[src/rtl/touch_ctrl.sv]
// touch_ctrl: two-flop synchronizer and debouncer for a raw capacitive touch
// input, followed by a timing FSM that classifies gestures as single tap,
// double tap or long press. Gesture events are registered one-cycle pulses;
// the debounced level is exported as `touched`.
module touch_ctrl #(
  parameter int unsigned CNT_W        = 27,
  parameter int unsigned DEBOUNCE_CYC = 500000,
  parameter int unsigned LONG_CYC     = 100000000,
  parameter int unsigned DTAP_CYC     = 30000000
) (
  input  logic       clk,
  input  logic       rst,
  input  logic       touch_signal,
  input  logic       enable,
  output logic       touched,
  output logic       tap,
  output logic       double_tap,
  output logic       long_press,
  output logic [2:0] state
);

  typedef enum logic [2:0] {
    IDLE   = 3'd0,
    PRESS1 = 3'd1,
    GAP    = 3'd2,
    PRESS2 = 3'd3,
    HELD   = 3'd4
  } state_t;

  // Terminal counts are compared against the value before the increment, so
  // each threshold is the cycle count minus one.
  localparam logic [CNT_W-1:0] DB_LAST   = CNT_W'(DEBOUNCE_CYC - 1);
  localparam logic [CNT_W-1:0] LONG_LAST = CNT_W'(LONG_CYC - 1);
  localparam logic [CNT_W-1:0] DTAP_LAST = CNT_W'(DTAP_CYC - 1);
  localparam logic [CNT_W-1:0] CNT_MAX   = {CNT_W{1'b1}};
  localparam logic [CNT_W-1:0] CNT_ONE   = CNT_W'(1);

  logic             sync1_q, sync1_d;
  logic             sync_q, sync_d;
  logic [CNT_W-1:0] db_cnt_q, db_cnt_d;
  logic             touched_q, touched_d;
  logic             touched_prev_q, touched_prev_d;
  state_t           state_q, state_d;
  logic [CNT_W-1:0] t_cnt_q, t_cnt_d;
  logic [CNT_W-1:0] t_cnt_inc;
  logic             tap_q, tap_d;
  logic             double_tap_q, double_tap_d;
  logic             long_press_q, long_press_d;
  logic             rise;
  logic             fall;
  logic             long_hit;
  logic             dtap_hit;

  // Synchronizer chain, debounce tracking and previous-level capture.
  always_comb begin
    sync1_d        = touch_signal;
    sync_d         = sync1_q;
    touched_prev_d = touched_q;
    touched_d      = touched_q;
    db_cnt_d       = '0;
    if (sync_q != touched_q) begin
      if (db_cnt_q == DB_LAST) begin
        touched_d = ~touched_q;
        db_cnt_d  = '0;
      end else begin
        db_cnt_d = db_cnt_q + CNT_ONE;
      end
    end
  end

  // Register the synchronizer, debounce counter and debounced level.
  always_ff @(posedge clk) begin
    if (rst) begin
      sync1_q        <= 1'b0;
      sync_q         <= 1'b0;
      db_cnt_q       <= '0;
      touched_q      <= 1'b0;
      touched_prev_q <= 1'b0;
    end else begin
      sync1_q        <= sync1_d;
      sync_q         <= sync_d;
      db_cnt_q       <= db_cnt_d;
      touched_q      <= touched_d;
      touched_prev_q <= touched_prev_d;
    end
  end

  // Edge detection and terminal-count decodes shared by the FSM processes.
  always_comb begin
    rise      = touched_q & ~touched_prev_q;
    fall      = ~touched_q & touched_prev_q;
    long_hit  = (t_cnt_q == LONG_LAST);
    dtap_hit  = (t_cnt_q == DTAP_LAST);
    t_cnt_inc = (t_cnt_q == CNT_MAX) ? t_cnt_q : (t_cnt_q + CNT_ONE);
  end

  // FSM state register together with the shared gesture timer.
  always_ff @(posedge clk) begin
    if (rst) begin
      state_q <= IDLE;
      t_cnt_q <= '0;
    end else begin
      state_q <= state_d;
      t_cnt_q <= t_cnt_d;
    end
  end

  // Next-state logic; a falling edge beats a long-press timeout and a rising
  // edge beats the double-tap window expiring.
  always_comb begin
    state_d = state_q;
    t_cnt_d = t_cnt_inc;
    if (!enable) begin
      state_d = IDLE;
    end else begin
      case (state_q)
        IDLE: begin
          if (rise) state_d = PRESS1;
        end
        PRESS1: begin
          if (fall) state_d = GAP;
          else if (touched_q && long_hit) state_d = HELD;
        end
        GAP: begin
          if (rise) state_d = PRESS2;
          else if (dtap_hit) state_d = IDLE;
        end
        PRESS2: begin
          if (fall) state_d = IDLE;
          else if (long_hit) state_d = HELD;
        end
        HELD: begin
          if (fall) state_d = IDLE;
        end
        default: state_d = IDLE;
      endcase
    end
    if (!enable || (state_d != state_q) || (state_q == IDLE) || (state_q == HELD)) begin
      t_cnt_d = '0;
    end
  end

  // Output decode: the pulse matching the transition being taken this cycle.
  always_comb begin
    tap_d        = 1'b0;
    double_tap_d = 1'b0;
    long_press_d = 1'b0;
    if (enable) begin
      case (state_q)
        PRESS1: begin
          if (!fall && touched_q && long_hit) long_press_d = 1'b1;
        end
        GAP: begin
          if (!rise && dtap_hit) tap_d = 1'b1;
        end
        PRESS2: begin
          if (fall) double_tap_d = 1'b1;
          else if (long_hit) long_press_d = 1'b1;
        end
        default: begin
          tap_d        = 1'b0;
          double_tap_d = 1'b0;
          long_press_d = 1'b0;
        end
      endcase
    end
  end

  // Pulse registers so every event is a clean single-cycle output.
  always_ff @(posedge clk) begin
    if (rst) begin
      tap_q        <= 1'b0;
      double_tap_q <= 1'b0;
      long_press_q <= 1'b0;
    end else begin
      tap_q        <= tap_d;
      double_tap_q <= double_tap_d;
      long_press_q <= long_press_d;
    end
  end

  assign touched    = touched_q;
  assign tap        = tap_q;
  assign double_tap = double_tap_q;
  assign long_press = long_press_q;
  assign state      = state_q;

endmodule

[config.mk]
export PLATFORM = sky130hd
export DESIGN_NAME = touch_ctrl
export DESIGN_NICKNAME = d
export VERILOG_FILES = /design/src/rtl/touch_ctrl.sv
export SDC_FILE = /design/constraint.sdc
export NUM_CORES = 1
export LEC_CHECK = 0
export BUFFER_PORTS_ARGS = -buffer_cell sky130_fd_sc_hd__buf_2
export CAP_MARGIN = 5
export CORE_ASPECT_RATIO = 0.7
export CORE_MARGIN = 5
export CORE_UTILIZATION = 66
export DETAILED_ROUTE_END_ITERATION = 12
export GPL_ROUTABILITY_DRIVEN = 0
export PLACE_DENSITY = 0.84
export REMOVE_ABC_BUFFERS = 1
export SYNTH_ARGS = -nofsm -noshare
export SYNTH_HDL_FRONTEND = slang
export SYNTH_SLANG_ARGS = --single-unit
[constraint.sdc]
create_clock -name clk -period 6.6 [get_ports clk]
set_input_delay 1.32 -clock clk [delete_from_list [all_inputs] [get_ports clk]]
set_output_delay 1.32 -clock clk [all_outputs]
set_load 0.02 [all_outputs]
* After elaboration in Yosys (flattened, before gate mapping)
Cells that the tools add are included.
** Storage, ports and cells
- Bits in registers :: 64
- Bits of input ports :: 4
- Output and inout port bits :: 7
- Word-level logic and storage cells :: 63
** Operators by class
- $add $sub $neg :: 2
- Eq/ne operators :: 10
- Mux-type cells :: 16
- Bitwise operators :: 8
- Reductions and logical operators :: 17
** Operators by type and width (count)
- adder 27 x 1 -> 27 bit, second input constant :: 2
- equality test 27 bit, second input constant :: 2
- equality test 27 x 19 -> 1 bit, second input constant :: 1
- equality test 27 x 25 -> 1 bit, second input constant :: 1
- two-way mux 3 bit :: 9
- one-hot mux 3 bit (5 select lines) :: 1
- OR reduction 3 bit :: 3
- equality test 3 x 2 -> 1 bit, second input constant :: 2
- inverter 1 bit :: 6
- two-way mux 1 bit :: 5
- logical AND 1 bit :: 4
- OR reduction 2 bit :: 2
- equality test 3 x 1 -> 1 bit, second input constant :: 1
- equality test 3 bit, second input constant :: 1
- zero test 1 bit :: 3
- zero test 3 bit :: 1
- logical OR 1 bit :: 3
- != test 3 bit :: 1
- AND 1 bit :: 2
- one-hot mux 1 bit (2 select lines) :: 1
- AND reduction 2 bit :: 1
- != test 1 bit :: 1

* Depth between registers and ports, before layout
Gate-level depths: netlist of the first run.
- Depth in word-level cells :: 11
- Depth in mapped cells :: 9
- Gate-level depth less buffers :: 6

* Least setup slack after synthesis of the first run
Ideal clock, no wire load.
- Kind :: input to register
- Start point :: input enable
- End point :: register t_cnt_q[10]
- Setup time :: 0.121 ns
- Arrival :: 2.434 ns
- Required time :: 6.479 ns
- Slack :: 4.045 ns
- Cell stages on the path :: 5
- Buffers on the path :: 1
- Cell sequence :: nor2b_1 > a21oi_1 > a311oi_4 > buf_6 > nor3_1
** On the way
- Cells in the longest elaborated chain, start to end :: 6
- Elaborated cells between the ends (all ways) :: 7
- Classes of those cells :: eq/ne: 1; mux: 1; reduce/logical: 5
** Ends and longest elaborated chain
- start, declared :: line 14 : input logic enable,
- two-way mux 3 bit :: line 113 : if (!enable) begin
- != test 3 bit :: line 138 : if (!enable || (state_d != state_q) || (state_q == IDLE) || (state_q == HELD)) begin
- logical OR 1 bit * (3 in series) :: line 138
- OR reduction 2 bit (no line) *
- end signal, assigned :: line 104 : t_cnt_q <= t_cnt_d;
- end, declared :: line 44 : logic [CNT_W-1:0] t_cnt_q, t_cnt_d;
Every way passes the cells marked *; elsewhere a longest branch is shown, timed or not.
A chain may end at the register's enable or synchronous reset.

* Worst setup path after layout of the first run
- Start point :: register t_cnt_q[0]
- End point :: register t_cnt_q[12]
** On the way
- Cells in the longest elaborated chain, start to end :: 11
- Elaborated cells between the ends (all ways) :: 18
- Classes of those cells :: add/sub: 1; eq/ne: 4; mux: 8; reduce/logical: 5
** Ends and longest elaborated chain
- equality test 27 bit :: line 92 : long_hit = (t_cnt_q == LONG_LAST);
- logical AND 1 bit :: line 122 : else if (touched_q && long_hit) state_d = HELD;
- two-way mux 3 bit :: line 122
- two-way mux 3 bit :: line 121 : if (fall) state_d = GAP;
- one-hot mux 3 bit (5 select lines) :: line 116 : case (state_q)
- two-way mux 3 bit :: line 113
- != test 3 bit :: line 138
- logical OR 1 bit (3 in series) :: line 138
- OR reduction 2 bit (no line)
Parallel ways exist; a longest one is shown, timed or not.

==> results of run 1 <==
## layout make-up
cell class	count	area (um^2)	share of cell area, %
inverters	11	41.3	1.16
clock buffers	10	138	3.85
repair buffers	12	65.1	1.82
clock inverters	6	115	3.22
well taps	69	86.3	2.42
flip-flops and latches	64	1280	35.9
multi-input cells	290	1840	51.6
## layout by cell type, fill, tap and decap left out, drive strengths merged, types with 6 or more instances in the layout
master / instances
dfxtp: 64
nor2: 42
nor3: 35
xnor2: 29
nand2: 20
nand3: 19
nand4: 18
nor4: 13
a21oi: 12
inv: 12
buf: 12
a211oi: 11
or3: 10
xor2: 10
clkbuf: 10
o21ai: 7
and3: 6
and4: 6
nor2b: 6
## sequential cells by signal, summed over array words and instances, names as in the netlist
name / flops
sync_q: 1
double_tap: 1
state: 3
long_press: 1
sync1_q: 1
tap: 1
touched_prev_q: 1
db_cnt_q: 27
touched: 1
t_cnt_q: 27
## through the flow
| step | area, um^2 | hold slack [ns] | util, % | cells | setup slack, ns |
|---|---|---|---|---|---|
| 5_1_grt | 3570 | 0.476 | 74.7 | 462 | 3.32 |
| 4_1_cts | 3570 | 0.458 | 74.7 | 462 | 3.70 |
| 2_1_floorplan | 3160 | 0.414 | - | 365 | 3.75 |
| 6_report | 3570 | 0.455 | 74.7 | 462 | 3.66 |
| 3_3_place_gp | 3320 | 0.440 | 69.4 | 446 | 3.65 |
| 3_5_place_dp | 3320 | 0.436 | 69.4 | 446 | 3.62 |
## per-layer routing
metal,vias up,share of wire (%)
met5,-,0
met4,0,1.7
met3,15,8.0
met2,120,41
met1,1341,49
li1,1404,-
## cells in the mapped netlist, types with 3 or more instances
cell / instances / area share [%]
or3_1: 10 / 1.9
a211oi_1: 11 / 2.5
nor3_2: 3 / 0.93
a31oi_1: 4 / 0.77
a21oi_1: 12 / 1.9
nand2b_1: 3 / 0.58
nor2b_1: 6 / 1.2
o211ai_1: 3 / 0.69
dfxtp_1: 64 / 39
inv_1: 11 / 1.3
and4_1: 6 / 1.6
nor4_1: 12 / 2.3
and3_1: 6 / 1.2
nand2_1: 20 / 2.3
nand4_1: 18 / 3.5
mux2i_1: 5 / 1.5
o21ai_0: 6 / 0.93
buf_1: 5 / 0.58
or4_1: 4 / 0.93
clkbuf_1: 8 / 0.93
nor3_1: 32 / 4.9
nand3_1: 19 / 2.9
nor2_1: 42 / 4.9
nor4b_1: 4 / 1.1
xnor2_1: 29 / 7.8
xor2_1: 10 / 2.7
## power breakdown
group | internal (uW) | leakage, uW | switching, uW | total (uW)
clock network | 263 | 0.000123 | 158 | 421
registers | 387 | 0.000516 | 0.408 | 387
logic | 2.34 | 0.000402 | 6.68 | 9.02
total | 652 | 0.00104 | 165 | 817
## cell families (layout without fill, tap and decap cells)
kind of cell,count (synthesis),count (layout)
AND/OR/NAND/NOR,198,198
multiplexers,5,5
adder cells (fa/ha/maj),2,2
flip-flops,64,64
XOR/XNOR,39,39
AO/OA/AOI/OAI,46,46
buffers and inverters,28,39
## worst min path at each step
stage,startpoint,end,cells after the start
2_1_floorplan,sync1_q,sync_q,1
3_3_place_gp,sync1_q,sync_q,1
3_5_place_dp,sync1_q,sync_q,1
4_1_cts,sync1_q,sync_q,1
5_1_grt,sync1_q,sync_q,1
6_report,sync1_q,sync_q,1
==> results by group, run 1 <==
Power and ir drop
  • Power, Total: about 820 uW
  • Pleak: 0.00104 uW
  • Cell Pwr Density: 229 nW/um^2
  • Worst vdd ir: between 0.1 and 0.15 mV

GRT
  • First-pass GRT wire length: 12.5 mm
  • Initial antenna violation count: 0
  • M2 GR Usage: 36.3%
  • Top Usage Layer GRT: met2
  • Vias in the first global route: 2660
  • Pin count of the biggest net entering global routing: 28
  • GRT met3 Usage: 8.13%
  • Met1 Use GR: 34.4%
  • Total track usage: 25.0%
  • Total gr overflow: 0

Place
  • Input/output buffers: 10
  • DPL Wire Length: 4.91 mm

Synth
  • Post-Synth Simple-Gate Area: around a third
  • Fraction of registers with async set/reset: 0%
  • Synth warn: 0
  • EDFF count, synth: 0
  • Seq/Total Area, Yosys: 39.5%
  • Syn Inst Count: around 380
  • Compound-Gate Fraction of Synth Area: 9.80%
  • Largest family of logic cells by synthesized area: simple AND/OR/NAND/NOR gates
  • Main synth FF type: dfxtp_1
  • Post-synthesis register bit count: 64
  • Mapped Area: 3240 um^2
  • Post-Synth XOR/XNOR Area: between 10% and 20%
  • Synthesized area per cell: 8.49 um^2
  • Fraction of synthesized area in multiplexers: 1.54%
  • Count of cell types in the netlist: 48
  • Adder-cell share of the synthesized area: 0.771%

Timing
  • Achievable Freq: 340 MHz
  • Slew Limit Fails: 0
  • RSZ-0062 raised after global routing: false
  • Worst slew pin tran: 1.20 ns
  • Worst slew margin: 20.0%
  • Fin crit share: 44.5%
  • Final Skew: 0.00964 ns
  • Final hold violations: 0
  • Sum of negative setup slack: 0 ns
  • Final Setup Violations: 0
  • Clock period minus worst slack: between 2 and 3 ns

Routing
  • Initial DRC count: roughly 270
  • WL/cell: 15.6 um
  • Vias: about 2.9k
  • Routed wire length: around 7.2 mm
  • Final routed DRC violation total: 0
  • Number of detailed-route iterations in the first pass: 5
  • Vias/cell: 6.23
  • Post-DRT Antenna Nets: 0

Critical path
  • Worst path depth: 6
  • Critical Path End Type: flop
  • Reg2reg end: t_cnt_q[12]
  • CP dominant cell by count: nand3_1
  • CP startpoint: t_cnt_q[0]
  • Worst path cell trace: ha_1 -> nand3_1 -> nor4_4 -> nand3_1 -> o21ai_2 -> nor3_1
  • Arrival @ worst endpoint: between 3 and 4 ns
  • Worst path bufs/invs: 0
  • Critical Path Start Type: flop
  • CP Max Fanout: 26
  • Worst EP required: between 6 and 7 ns
  • Crit-path max cell delay: 0.97 ns
  • Top delay family on crit path: simple AND/OR/NAND/NOR gates
  • R2R Path Start: t_cnt_q[0]
  • Crit-path slowest cell: o21ai_2
  • CP endpoint: t_cnt_q[12]
  • Worst Reg-to-Reg Cells: 6
  • R2R setup slack: roughly 3.7 ns
  • Crit Path Category: reg2reg

Finish
  • NumNets Final: 394
  • Fill count: 372
  • Share of layout cells above drive strength 1: around a tenth
  • Synth-to-Final Area Change: 10.1%
  • Ant. Diodes: 0

Floorplanning
  • Initial cell density of the core: 67.8%
  • Site Rows: 21
  • Die ar.: roughly 6400 um^2
  • Die height: 68.7 um
  • Total core area: 4780 um^2
  • I/O pin count: 11
  • Die W: 93.8 um

Worst hold path
  • Type of the worst min-delay path: reg2reg

Clock tree
  • Worst skew pair latency: approximately 0.35 ns
  • Root Buffer: clkbuf_8
  • CTS Buf Count: 9
  • CTS clock-pin slew for the worst setup and hold paths: 0.07 ns
  • Max Buffers Root-to-Sink: 2
  • CTS tree: yes
  • Post_cts resized: 0
  • Cts hold-fix bufs: 0
  • Post-CTS setup buffer count: 0
  • Clock sink count: 64
  • H-tree Lvls: 3

Outcome
  • Status: completed

Run
  • Max capacitance violation total: 0
No activity file was read; power rests on OpenSTA's default activity.
==> run 2: changes to the inputs <==
- CORE_UTILIZATION: 66 -> 61
- PLACE_DENSITY: 0.84 -> 0.79
- clock period: 6.6 -> 3 ns (I/O delays scaled with it)
==> results by group, run 2 (synthesis results as in run 1) <==
Routing
  • Vias/cell: 6.22
  • Initial DRC count: 415
  • Routed wire length: 7.36 mm
  • Vias: a little under 3k
  • Number of detailed-route iterations in the first pass: 7
  • Post-DRT Antenna Nets: 0
  • Final routed DRC violation total: 0
  • WL/cell: around 16 um

Clock tree
  • Max Buffers Root-to-Sink: 2
  • CTS Buf Count: 9
  • Post_cts resized: 0
  • CTS clock-pin slew for the worst setup and hold paths: 0.07 ns
  • Post-CTS setup buffer count: 0
  • Clock sink count: 64
  • Root Buffer: clkbuf_8
  • Cts hold-fix bufs: 0
  • CTS tree: yes
  • H-tree Lvls: 3
  • Worst skew pair latency: 0.35 ns

Timing
  • WHS: 0.466 ns
  • Final Skew: approximately 0.013 ns
  • Clock period minus worst slack: 2.52 ns
  • Slew Limit Fails: 0
  • Final hold violations: 0
  • RSZ-0062 raised after global routing: false
  • Fin crit share: 83.9%
  • Achievable Freq: 397 MHz
  • Final Setup Violations: 0
  • Worst slew pin tran: between 0.5 and 0.6 ns
  • Worst slew margin: between 60% and 70%
  • Sum of negative setup slack: 0 ns

Outcome
  • Status: completed

Floorplanning
  • Total core area: 5200 um^2
  • Die ar.: 6900 um^2
  • Die W: 97.2 um
  • Site Rows: 22
  • Die height: 71.0 um
  • Initial cell density of the core: roughly 62%
  • I/O pin count: 11

GRT
  • Pin count of the biggest net entering global routing: 28
  • Total gr overflow: 0
  • First-pass GRT wire length: 12.3 mm
  • Total track usage: 22.1%
  • Initial antenna violation count: 0
  • Vias in the first global route: 2547

Finish
  • Commonest cells after routing, fill and taps aside: dfxtp_1 (64), nor2_1 (42), nor3_1 (32)
  • Final non-filler cell area: 3580 um^2
  • Synth-to-Final Area Change: 10.3%
  • Share of layout cells above drive strength 1: 11.1%
  • Most common cell after layout, fill and taps aside: dfxtp_1
  • NumNets Final: about 400
  • Fill count: 421
  • Ant. Diodes: 0

Critical path
  • CP startpoint: t_cnt_q[0]
  • CP endpoint: t_cnt_q[12]
  • Crit-path max cell delay: 0.51 ns
  • Reg2reg end: t_cnt_q[12]
  • Critical Path End Type: flop
  • CP Max Fanout: 27
  • Arrival @ worst endpoint: around 2.7 ns
  • Crit Path Category: reg2reg
  • Critical Path Start Type: flop
  • Top delay family on crit path: simple AND/OR/NAND/NOR gates
  • Worst path depth: 7
  • Worst Reg-to-Reg Cells: 7
  • Worst path bufs/invs: 1
  • R2R Path Start: t_cnt_q[0]
  • Worst EP required: between 3 and 4 ns
  • Worst path cell trace: ha_1 -> nand3_1 -> nor4_4 -> a21oi_1 -> a311oi_4 -> buf_4 -> nor3_1
  • Crit-path slowest cell: nor4_4
  • R2R setup slack: 0.48 ns

Power and ir drop
  • Worst vdd ir: 0.370 mV
  • Pleak: 0.00106 uW
  • Cell Pwr Density: 472 nW/um^2

Place
  • DPL Wire Length: 4.95 mm
  • Placed Instance Area: about 3400 um^2
  • Input/output buffers: 10

Run
  • Max capacitance violation total: 0

Worst hold path
  • Type of the worst min-delay path: in2reg
[run 2: changes by cell type in the layout (fill, tap and decap cells not counted)]
cell	change
clkbuf_8	-1
clkinv_4	+2
clkinvlp_4	-1
clkinv_2	+2
bufinv_16	-1
buf_4	+5
inv_6	-1
[run 2: report_power, final]
group | internal (uW) | total [uW] | leakage [uW] | switching (uW)
clock network | 468 | 818 | 0.000113 | 349
registers | 851 | 852 | 0.000516 | 1.01
logic | 6.47 | 21.4 | 0.000427 | 14.9
[run 2: per-layer routing]
layer	up-vias	track usage, %	wire, um	share of wire [%]
met5	-	0	0	0
met4	0	5.92	87	1.2
li1	1421	-	-	-
met1	1361	31.7	3540	48
met2	126	31.1	2980	40
met3	14	8.08	759	10
[run 2: how the worst min path moves through the flow]
stage	cells past startpoint	from	slack, ns	endpoint
global placement	1	sync1_q	0.43	sync_q
detailed placement	1	db_cnt_q[0]	0.46	db_cnt_q[0]
global route	2	touch_signal	0.48	sync1_q
finish	2	touch_signal	0.47	sync1_q
floorplan	1	sync1_q	0.41	sync_q
CTS	2	touch_signal	0.46	sync1_q
[run 2: through the flow]
step	setup slack (ns)	total power [uW]	util [%]	cells
2_1_floorplan	0.283	883	-	365
3_3_place_gp	0.596	892	64.6	454
3_5_place_dp	0.524	893	64.6	454
4_1_cts	0.505	1700	68.8	470
5_1_grt	0.275	1750	68.8	470
6_report	0.483	1690	68.8	470
[run 2: worst register-to-register path: stages (launching register included)]
cell and delay, ns:
dfxtp_1 0.40, ha_1 0.18, nand3_1 0.33, nor4_4 0.51, a21oi_1 0.20, a311oi_4 0.31, buf_4 0.34, nor3_1 0.13
[run 2: final cells by class]
cell class              count  area (um^2)  share of cell area, %
multi-input cells         290         1840                   51.5
repair buffers             17          103                   2.87
flip-flops and latches     64         1280                   35.8
clock buffers               9          124                   3.46
well taps                  72         90.1                   2.52
inverters                  11         41.3                   1.15
clock inverters             7         96.3                   2.69
==> run 3: changes to the inputs <==
- CORE_UTILIZATION: 61 -> 55
- PLACE_DENSITY: 0.79 -> 0.75
- clock period: 3 -> 2.1 ns (I/O delays scaled with it)
==> results by group, run 3 (synthesis results as in run 1) <==
Place
  • Dpl ws: -0.118 ns
  • DPL Wire Length: roughly 5.6 mm
  • Placed Instance Area: 3640 um^2
  • Input/output buffers: 10
  • # placed instances: between 400 and 500

Power and ir drop
  • Switching Share: 20.2%
  • Psw: 498 uW
  • Pleak: roughly 0.0014 uW
  • Clock share of power: 48.3%
  • Logic pwr share: around 2.3%
  • Power Internal: 1970 uW
  • Worst vdd ir: 0.591 mV
  • Cell Pwr Density: 594 nW/um^2
  • Flop pwr share: 49.4%

Routing
  • Met2 routed WL: roughly 4 mm
  • WL/cell: between 15 and 20 um
  • Post-DRT Antenna Nets: 0
  • Routed wire length: 9.25 mm
  • Final routed DRC violation total: 0
  • WL met3: approximately 800 um
  • Vias: 3180
  • Number of detailed-route iterations in the first pass: 6
  • Initial DRC count: 360
  • Vias/cell: 6.20
  • Metal1 wirelength: approximately 4.1 mm
  • Highest routed layer: met4

Worst hold path
  • Type of the worst min-delay path: in2reg

Critical path
  • Worst path cell trace: or4b_4 -> nor4_4 -> buf_6 -> buf_6 -> nand3_4 -> o21ai_4 -> clkbuf_16 -> a211oi_2
  • Crit-path max cell delay: approximately 0.55 ns
  • Critical Path End Type: flop
  • Crit Path Category: reg2reg
  • CP dominant cell by count: buf_6
  • Crit-path slowest cell: or4b_4
  • Critical Path Start Type: flop
  • CP Max Fanout: 7
  • Arrival @ worst endpoint: about 2.5 ns
  • Worst EP required: 2.31 ns

Floorplanning
  • Initial cell density of the core: about 57%
  • I/O pin count: 11
  • Total core area: 5730 um^2
  • Die height: 74.3 um
  • Die ar.: approximately 7600 um^2
  • Die W: between 100 and 150 um
  • Site Rows: 23

Outcome
  • Failing checks: setup timing
  • Status: complete, but fails checks

GRT
  • Pin count of the biggest net entering global routing: 28
  • First-pass GRT wire length: 13.7 mm
  • Initial antenna violation count: 0
  • Vias in the first global route: roughly 2.8k
  • Total track usage: 23.3%
  • Total gr overflow: 0

Timing
  • Clock period minus worst slack: ~2.3 ns
  • Fin crit share: 107%
  • Final Setup Violations: 27
  • Final hold violations: 0
  • RSZ-0062 raised after global routing: true
  • Final Skew: between 0.01 and 0.015 ns
  • WHS: 0.288 ns
  • Slew Limit Fails: 0
  • Worst slew margin: roughly 60%
  • Setup WS post-layout: -0.150 ns
  • Achievable Freq: around 440 MHz
  • Worst slew pin tran: between 0.5 and 0.6 ns

Clock tree
  • Worst skew pair latency: 0.34 ns
  • H-tree Lvls: 3
  • Root Buffer: clkbuf_8
  • CTS clock-pin slew for the worst setup and hold paths: about 0.070 ns
  • CTS tree: yes
  • Max Buffers Root-to-Sink: 2
  • CTS Buf Count: 9
  • Clock sink count: 64

Finish
  • NumNets Final: 440
  • Most common cell after layout, fill and taps aside: dfxtp_1
  • Synth-to-Final Area Change: 27.9%
  • Final non-filler cell total: 513
  • Share of layout cells above drive strength 1: 24.4%
  • Utilization after layout: between 70% and 80%
  • Commonest cells after routing, fill and taps aside: dfxtp_1 (61), nor2_1 (42), buf_4 (37)
  • Final non-filler cell area: just over 4000 um^2
  • Ant. Diodes: 0

Run
  • Max capacitance violation total: 0
[run 3: cell count changes in the layout (fill, tap and decap cells not counted), sizes merged]
cell / change
buf: +38
clkbuf: +6
clkinv: -4
[run 3: through the flow]
step	total power, uW	setup TNS, ns
after floorplan	1260	-15.55
after global placement	1280	-1.39
after detailed placement	1280	-2.89
after CTS	2460	-1.80
after global routing	2530	-4.47
final	2460	-3.09
[run 3: power groups by stage]
stage,logic (uW),clock network (uW),registers (uW)
CTS,37.1,1210,1220
finish,57.4,1190,1220
floorplan,17.2,0,1240
global route,59.7,1250,1220
detailed placement,36.9,0,1240
global placement,36.3,0,1240
[run 3: layout make-up]
type                       instances  area (um^2)
multi-input combinational        290         1990
fill                             421         1580
sequential                        64         1280
timing repair buffer              58          519
clock buffer                      12          155
tap                               75         93.8
clock inverter                     3         65.1
inverter                          11         41.3
[run 3: critical path: cells and delay by family, from the launching register on]
kind / cells / cell delay, ns
flops: 1 / 0.32
buf+inv: 3 / 0.52
simple gates: 3 / 0.92
compound gates: 2 / 0.37
[run 3: path summary, 6_finish.rpt]
check / start / to / slack [ns] / cells past startpoint
worst max-delay path: t_cnt_q[17] / t_cnt_q[19] / -0.15 / 8
worst min-delay path: touch_signal / sync1_q / 0.29 / 2
worst max register to register: t_cnt_q[17] / t_cnt_q[19] / -0.15 / 8
worst min register to register: sync1_q / sync_q / 0.44 / 1
[run 3: routing by layer]
| metal | vias up | track usage [%] |
|---|---|---|
| li1 | 1508 | - |
| met3 | 30 | 5.53 |
| met5 | - | 0 |
| met1 | 1487 | 32.9 |
| met4 | 0 | 7.52 |
| met2 | 155 | 35.2 |
[run 3: repair_timing]
item,CTS,global route
hold buffers,0,0
gates resized for setup,6,29
pin swaps,3,12
buffers inserted,3,2
gates cloned,1,4
setup endpoints to repair,27,29
